**src/rtl/control_unit.sv**
```systemverilog
// Instruction sequencer: latches the fetched instruction, decodes it and
// steps the register-file, ALU and data-memory strobes, then retires it with
// FETCH_INC_PC. Also owns the WAIT delay counter and the terminal HALT state.

package cpu_common;
  typedef enum logic [1:0] {
    FETCH_NOP    = 2'd0,
    FETCH_INC_PC = 2'd1
  } fetch_operation_t;
endpackage

module control_unit
  import cpu_common::*;
(
  input  logic             clk,
  input  logic             rst_async,
  input  logic             fetch_complete,
  input  logic [15:0]      inst,
  output fetch_operation_t fetch_operation,
  output logic             rf_we,
  output logic [1:0]       rf_wsel,
  output logic [2:0]       rf_waddr,
  output logic [2:0]       rf_raddr_a,
  output logic [2:0]       rf_raddr_b,
  output logic [2:0]       alu_op,
  output logic [7:0]       imm,
  output logic             mem_data_re,
  output logic             mem_data_we,
  output logic             halted,
  output logic             illegal_inst
);

  typedef enum logic [2:0] {
    StWaitFetch, StExec, StMemWait, StDelay, StSettle, StHalted
  } state_e;

  localparam logic [2:0] ClsNop   = 3'd0;
  localparam logic [2:0] ClsMov   = 3'd1;
  localparam logic [2:0] ClsAlu   = 3'd2;
  localparam logic [2:0] ClsLoad  = 3'd3;
  localparam logic [2:0] ClsStore = 3'd4;
  localparam logic [2:0] ClsWait  = 3'd5;
  localparam logic [2:0] ClsHalt  = 3'd6;
  localparam logic [2:0] ClsIll   = 3'd7;

  localparam logic [1:0] WselImm = 2'd0;
  localparam logic [1:0] WselAlu = 2'd1;
  localparam logic [1:0] WselMem = 2'd2;

  state_e           state_q, state_d;
  logic [15:0]      ir_q, ir_d;
  logic [7:0]       cnt_q, cnt_d;
  fetch_operation_t fetch_op_q, fetch_op_d;
  logic             rf_we_q, rf_we_d;
  logic [1:0]       rf_wsel_q, rf_wsel_d;
  logic             mem_re_q, mem_re_d;
  logic             mem_we_q, mem_we_d;
  logic             halted_q, halted_d;
  logic             illegal_q, illegal_d;

  // Class 111 is always illegal; otherwise the length bit must match the class.
  function automatic logic inst_legal(input logic [15:0] i);
    logic ok;
    case (i[4:2])
      ClsMov, ClsAlu, ClsWait: ok = i[1];
      ClsIll:                  ok = 1'b0;
      default:                 ok = !i[1];
    endcase
    return ok;
  endfunction

  // Next state, instruction register and delay counter.
  always_comb begin
    state_d = state_q;
    ir_d    = ir_q;
    cnt_d   = cnt_q;
    unique case (state_q)
      StWaitFetch: begin
        if (fetch_complete) begin
          ir_d    = inst;
          state_d = StExec;
        end
      end
      StExec: begin
        state_d = StSettle;
        if (inst_legal(ir_q)) begin
          unique case (ir_q[4:2])
            ClsLoad: state_d = StMemWait;
            ClsWait: begin
              cnt_d = ir_q[15:8];
              if (ir_q[15:8] != 8'd0) state_d = StDelay;
            end
            ClsHalt: state_d = StHalted;
            default: ;
          endcase
        end
      end
      StMemWait: state_d = StSettle;
      StDelay: begin
        // Counter saturates at zero; the exit on <= 1 also guards a stray zero.
        if (cnt_q != 8'd0) cnt_d = cnt_q - 8'd1;
        if (cnt_q <= 8'd1) state_d = StSettle;
      end
      // Fetch still shows fetch_complete for the old instruction here.
      StSettle: state_d = StWaitFetch;
      StHalted: ;
      default:  state_d = StWaitFetch;
    endcase
  end

  // Strobes decoded from the next state so they register in step with it.
  always_comb begin
    fetch_op_d = FETCH_NOP;
    rf_we_d    = 1'b0;
    rf_wsel_d  = WselImm;
    mem_re_d   = 1'b0;
    mem_we_d   = 1'b0;
    halted_d   = 1'b0;
    illegal_d  = 1'b0;
    unique case (state_d)
      StExec: begin
        if (!inst_legal(ir_d)) begin
          illegal_d  = 1'b1;
          fetch_op_d = FETCH_INC_PC;
        end else begin
          unique case (ir_d[4:2])
            ClsNop: fetch_op_d = FETCH_INC_PC;
            ClsMov: begin
              rf_we_d    = 1'b1;
              rf_wsel_d  = WselImm;
              fetch_op_d = FETCH_INC_PC;
            end
            ClsAlu: begin
              rf_we_d    = 1'b1;
              rf_wsel_d  = WselAlu;
              fetch_op_d = FETCH_INC_PC;
            end
            ClsLoad: mem_re_d = 1'b1;
            ClsStore: begin
              mem_we_d   = 1'b1;
              fetch_op_d = FETCH_INC_PC;
            end
            ClsWait: if (ir_d[15:8] == 8'd0) fetch_op_d = FETCH_INC_PC;
            default: ;
          endcase
        end
      end
      StMemWait: begin
        rf_we_d    = 1'b1;
        rf_wsel_d  = WselMem;
        fetch_op_d = FETCH_INC_PC;
      end
      StDelay:  if (cnt_d == 8'd1) fetch_op_d = FETCH_INC_PC;
      StHalted: halted_d = 1'b1;
      default:  ;
    endcase
  end

  // Single state register; reset clears state and outputs immediately.
  always_ff @(posedge clk or posedge rst_async) begin
    if (rst_async) begin
      state_q    <= StWaitFetch;
      ir_q       <= 16'd0;
      cnt_q      <= 8'd0;
      fetch_op_q <= FETCH_NOP;
      rf_we_q    <= 1'b0;
      rf_wsel_q  <= WselImm;
      mem_re_q   <= 1'b0;
      mem_we_q   <= 1'b0;
      halted_q   <= 1'b0;
      illegal_q  <= 1'b0;
    end else begin
      state_q    <= state_d;
      ir_q       <= ir_d;
      cnt_q      <= cnt_d;
      fetch_op_q <= fetch_op_d;
      rf_we_q    <= rf_we_d;
      rf_wsel_q  <= rf_wsel_d;
      mem_re_q   <= mem_re_d;
      mem_we_q   <= mem_we_d;
      halted_q   <= halted_d;
      illegal_q  <= illegal_d;
    end
  end

  assign fetch_operation = fetch_op_q;
  assign rf_we           = rf_we_q;
  assign rf_wsel         = rf_wsel_q;
  assign mem_data_re     = mem_re_q;
  assign mem_data_we     = mem_we_q;
  assign halted          = halted_q;
  assign illegal_inst    = illegal_q;

  // Field outputs track the instruction register directly.
  assign rf_waddr   = ir_q[7:5];
  assign rf_raddr_a = ir_q[7:5];
  assign rf_raddr_b = ir_q[13:11];
  assign alu_op     = ir_q[10:8];
  assign imm        = ir_q[15:8];

  // Bit 0 carries no meaning for this block.
  logic unused_ir0;
  assign unused_ir0 = ir_q[0];

endmodule
```
**config.mk**
```make
export PLATFORM = sky130hd
export DESIGN_NAME = control_unit
export DESIGN_NICKNAME = d
export VERILOG_FILES = /design/src/rtl/control_unit.sv
export SDC_FILE = /design/constraint.sdc
export NUM_CORES = 1
export LEC_CHECK = 0
export CAP_MARGIN = 30
export CORE_UTILIZATION = 52
export CTS_BUF_LIST = sky130_fd_sc_hd__clkbuf_8
export DETAILED_ROUTE_END_ITERATION = 6
export PLACE_DENSITY = 0.85
export SYNTH_ARGS = -nofsm -noshare
export SYNTH_HDL_FRONTEND = slang
export SYNTH_SLANG_ARGS = --single-unit
```
**constraint.sdc**
```tcl
create_clock -name clk -period 2.7 [get_ports clk]
set_input_delay 0.675 -clock clk [delete_from_list [all_inputs] [get_ports clk]]
set_output_delay 0.675 -clock clk [all_outputs]
set_load 0.05 [all_outputs]
```
==> metrics <==
CTS Sinks 34; nets 300; RSZ-0062 raised after global routing no; synthesized flop and latch total 34; power density over cell area 1080 nW/um2; Worst Tran Pin Value 0.537 ns; most used routing layer met2; CP Max Fanout 5; hpwl dp ~3.4 mm; R2R Path Start cnt_q[0]; Total Routed Length 4.63 mm; end point of the critical path fetch_operation[0]; Area contributors post-synth dfrtp_1 (41%), nand2_1 (11%), buf_4 (7.6%); Crit path buffers/inverters 1; Crit-path slowest cell or4b_4; CTS tree done; Finish-stage setup viols 0; # DRC 0; row count 22; die area around 4200 um2; TritonRoute pass-1 iters 4; GPL Wtd Cong 0.952; clk slew on worst S/H paths approximately 0.070 ns; Longest Clk Path Bufs 2; Post-Syn Instances 248; global-route wire length before repair 7.83 mm; # diodes 0; Arr. time, crit path around 2.8 ns; vias in the first global route approximately 1.7k; later-pin clock latency in the skew report 0.29 ns; Global Route met1 Usage 0.328; total global routing track utilization 0.245; Post-synth EDFFs 0; relative slew slack 0.641; Peak Freq slightly below 400 MHz; syn nets between 200 and 300; Lkg Pwr 0.00113 uW; type of origin of the critical path flip-flop; status completed; H-Tree Depth 2; share of synthesized flip-flops with an asynchronous set or reset 1.00; leading area contributor after synthesis dfrtp_1; Worst IR Drop VDD 0.840 mV; commonest non-fill, non-tap cells in the layout nand2_1 (58), clkdlybuf4s50_1 (45), dfrtp_1 (34); Unique masters post-synth between 50 and 60; Hold WC Path Type reg2reg; height of the chip 65.1 um; flop2flop setup slack 0.10 ns; Primary FF master, synth dfrtp_1; met2 usage 0.404; Final Hold Vio Count 0; crit end category flip-flop; Critical Path Stages 8; max_cap viols 0; Syn Std Cell Area 2070 um2; post-synth top area share 0.411; post-CTS setup buffers 0; Syn Area/Cell between 8 and 9 um2; GRT overflow 0; worst reg2reg path endpoint fetch_operation[0]; Reg2Reg Depth 8; Port Buffers 45; Setup CP Type reg2reg; Top-Level Pins 48; filler cell count 314; initial DRC count 160; synth-to-layout area growth 24.9%; crit-path cells inv_1, ha_2, or3b_2, o211ai_2, o21ai_1, a221oi_2, or4b_4, o41ai_4; wire per inst approximately 14 um; DR vias/cell 5.53; root buffer cell clkbuf_8; initial antenna violation count 0; crit-path max cell delay 0.51 ns; YS warnings 0; min Tclk post-route around 2.6 ns; DR vias 1813; Routed Antenna Nets 0; layout cells sized above 1 0.118; max-slew violations 0; Setup TNS 0 ns; sequential fraction of the synthesis area 0.411; total power 2800 uW; largest net degree at the start of global routing 35; Initial Util 0.553; DIE WIDTH 65.1 um; Critical Path RT 2.89 ns; core area ~3700 um2; skew final between 0.006 and 0.007 ns; met3 Resource Use GR 0.0469; crit-path leading delay family simple AND/OR/NAND/NOR gates; TritonCTS buffer count 5; most common cell after layout, fill and taps aside nand2_1; period utilization 0.961; CP startpoint cnt_q[0]
-- through the flow --
step / area (um2) / instances / util / hold slack (ns) / worst slack (ns)
2_1_floorplan: 2070 / 248 / - / 0.470 / 0.241
4_1_cts: 2570 / 328 / 0.686 / 0.512 / 0.0876
3_5_place_dp: 2480 / 320 / 0.662 / 0.494 / 0.105
3_3_place_gp: 2480 / 320 / 0.662 / 0.482 / 0.142
6_report: 2590 / 328 / 0.691 / 0.508 / 0.105
5_1_grt: 2590 / 328 / 0.691 / 0.547 / 0.00571
-- layer usage --
layer / share of wire / vias to the layer above
met4: 0.016 / 0
li1: - / 900
met2: 0.49 / 61
met1: 0.44 / 845
met5: 0 / -
met3: 0.057 / 7
-- worst min-delay path, delay by kind of cell (launching register included) --
kind / cells / cell delay, ns
simple gates: 2 / 0.12
flops: 1 / 0.36
-- power by group --
group	internal [uW]	leakage [uW]	switching (uW)	total (uW)
clock network	202	0.0000524	183	385
logic	546	0.000658	1000	1550
registers	673	0.000419	195	868
total	1420	0.00113	1380	2800
-- final cells by class --
type / instances / area [um2] / share of cell area
multi-input cells: 174 / 1010 / 0.391
flip-flops and latches: 34 / 851 / 0.329
repair buffers: 59 / 556 / 0.215
clock buffers: 6 / 82.6 / 0.0319
well taps: 48 / 60.1 / 0.0232
inverters: 5 / 18.8 / 0.00725
clock inverters: 2 / 8.76 / 0.00338
-- synth_stat cells (all sizes together), types with 2 or more instances --
cell     n
a211o    3
a21o     2
a21oi    8
a221oi   2
and3     2
buf     24
clkbuf  11
dfrtp   34
ha       2
inv      5
nand2   58
nand2b   6
nand3    5
nand3b   3
nor2    13
nor2b    7
nor3    11
nor4     4
o21ai   11
o22ai    2
o31ai    2
or3      3
or3b     3
or4      4
-- worst min-delay path by stage --
stage | cells past startpoint | to | slack, ns | start
detailed placement | 2 | ir_q[7] | 0.49 | ir_q[7]
finish | 2 | ir_q[7] | 0.51 | ir_q[7]
global placement | 2 | ir_q[7] | 0.48 | ir_q[7]
global route | 2 | ir_q[6] | 0.55 | ir_q[6]
CTS | 2 | ir_q[7] | 0.51 | ir_q[7]
floorplan | 2 | ir_q[5] | 0.47 | ir_q[5]
-- sequential cells by signal, indices dropped and copies added (netlist names) --
signal           cells
cnt_q                8
fetch_operation      1
halted               1
illegal_inst         1
ir_q                15
mem_data_re          1
mem_data_we          1
rf_we                1
rf_wsel              2
state_q              3
-- logic make-up after synthesis --
kind of cell,Yosys count,share of synthesized area
flops,34,0.411
mux,1,0.00483
xor+xnor,2,0.00846
buf+inv,40,0.112
other cells,1,0.00181
fa+ha+maj,2,0.0121
compound gates,40,0.138
simple gates,128,0.312
-- repair_timing --
| action | in CTS | in global routing |
|---|---|---|
| hold buffers | 0 | 0 |
| resized for setup | 0 | 3 |
| setup endpoints to repair | 0 | 1 |
Power figures use the tool's default switching activity.
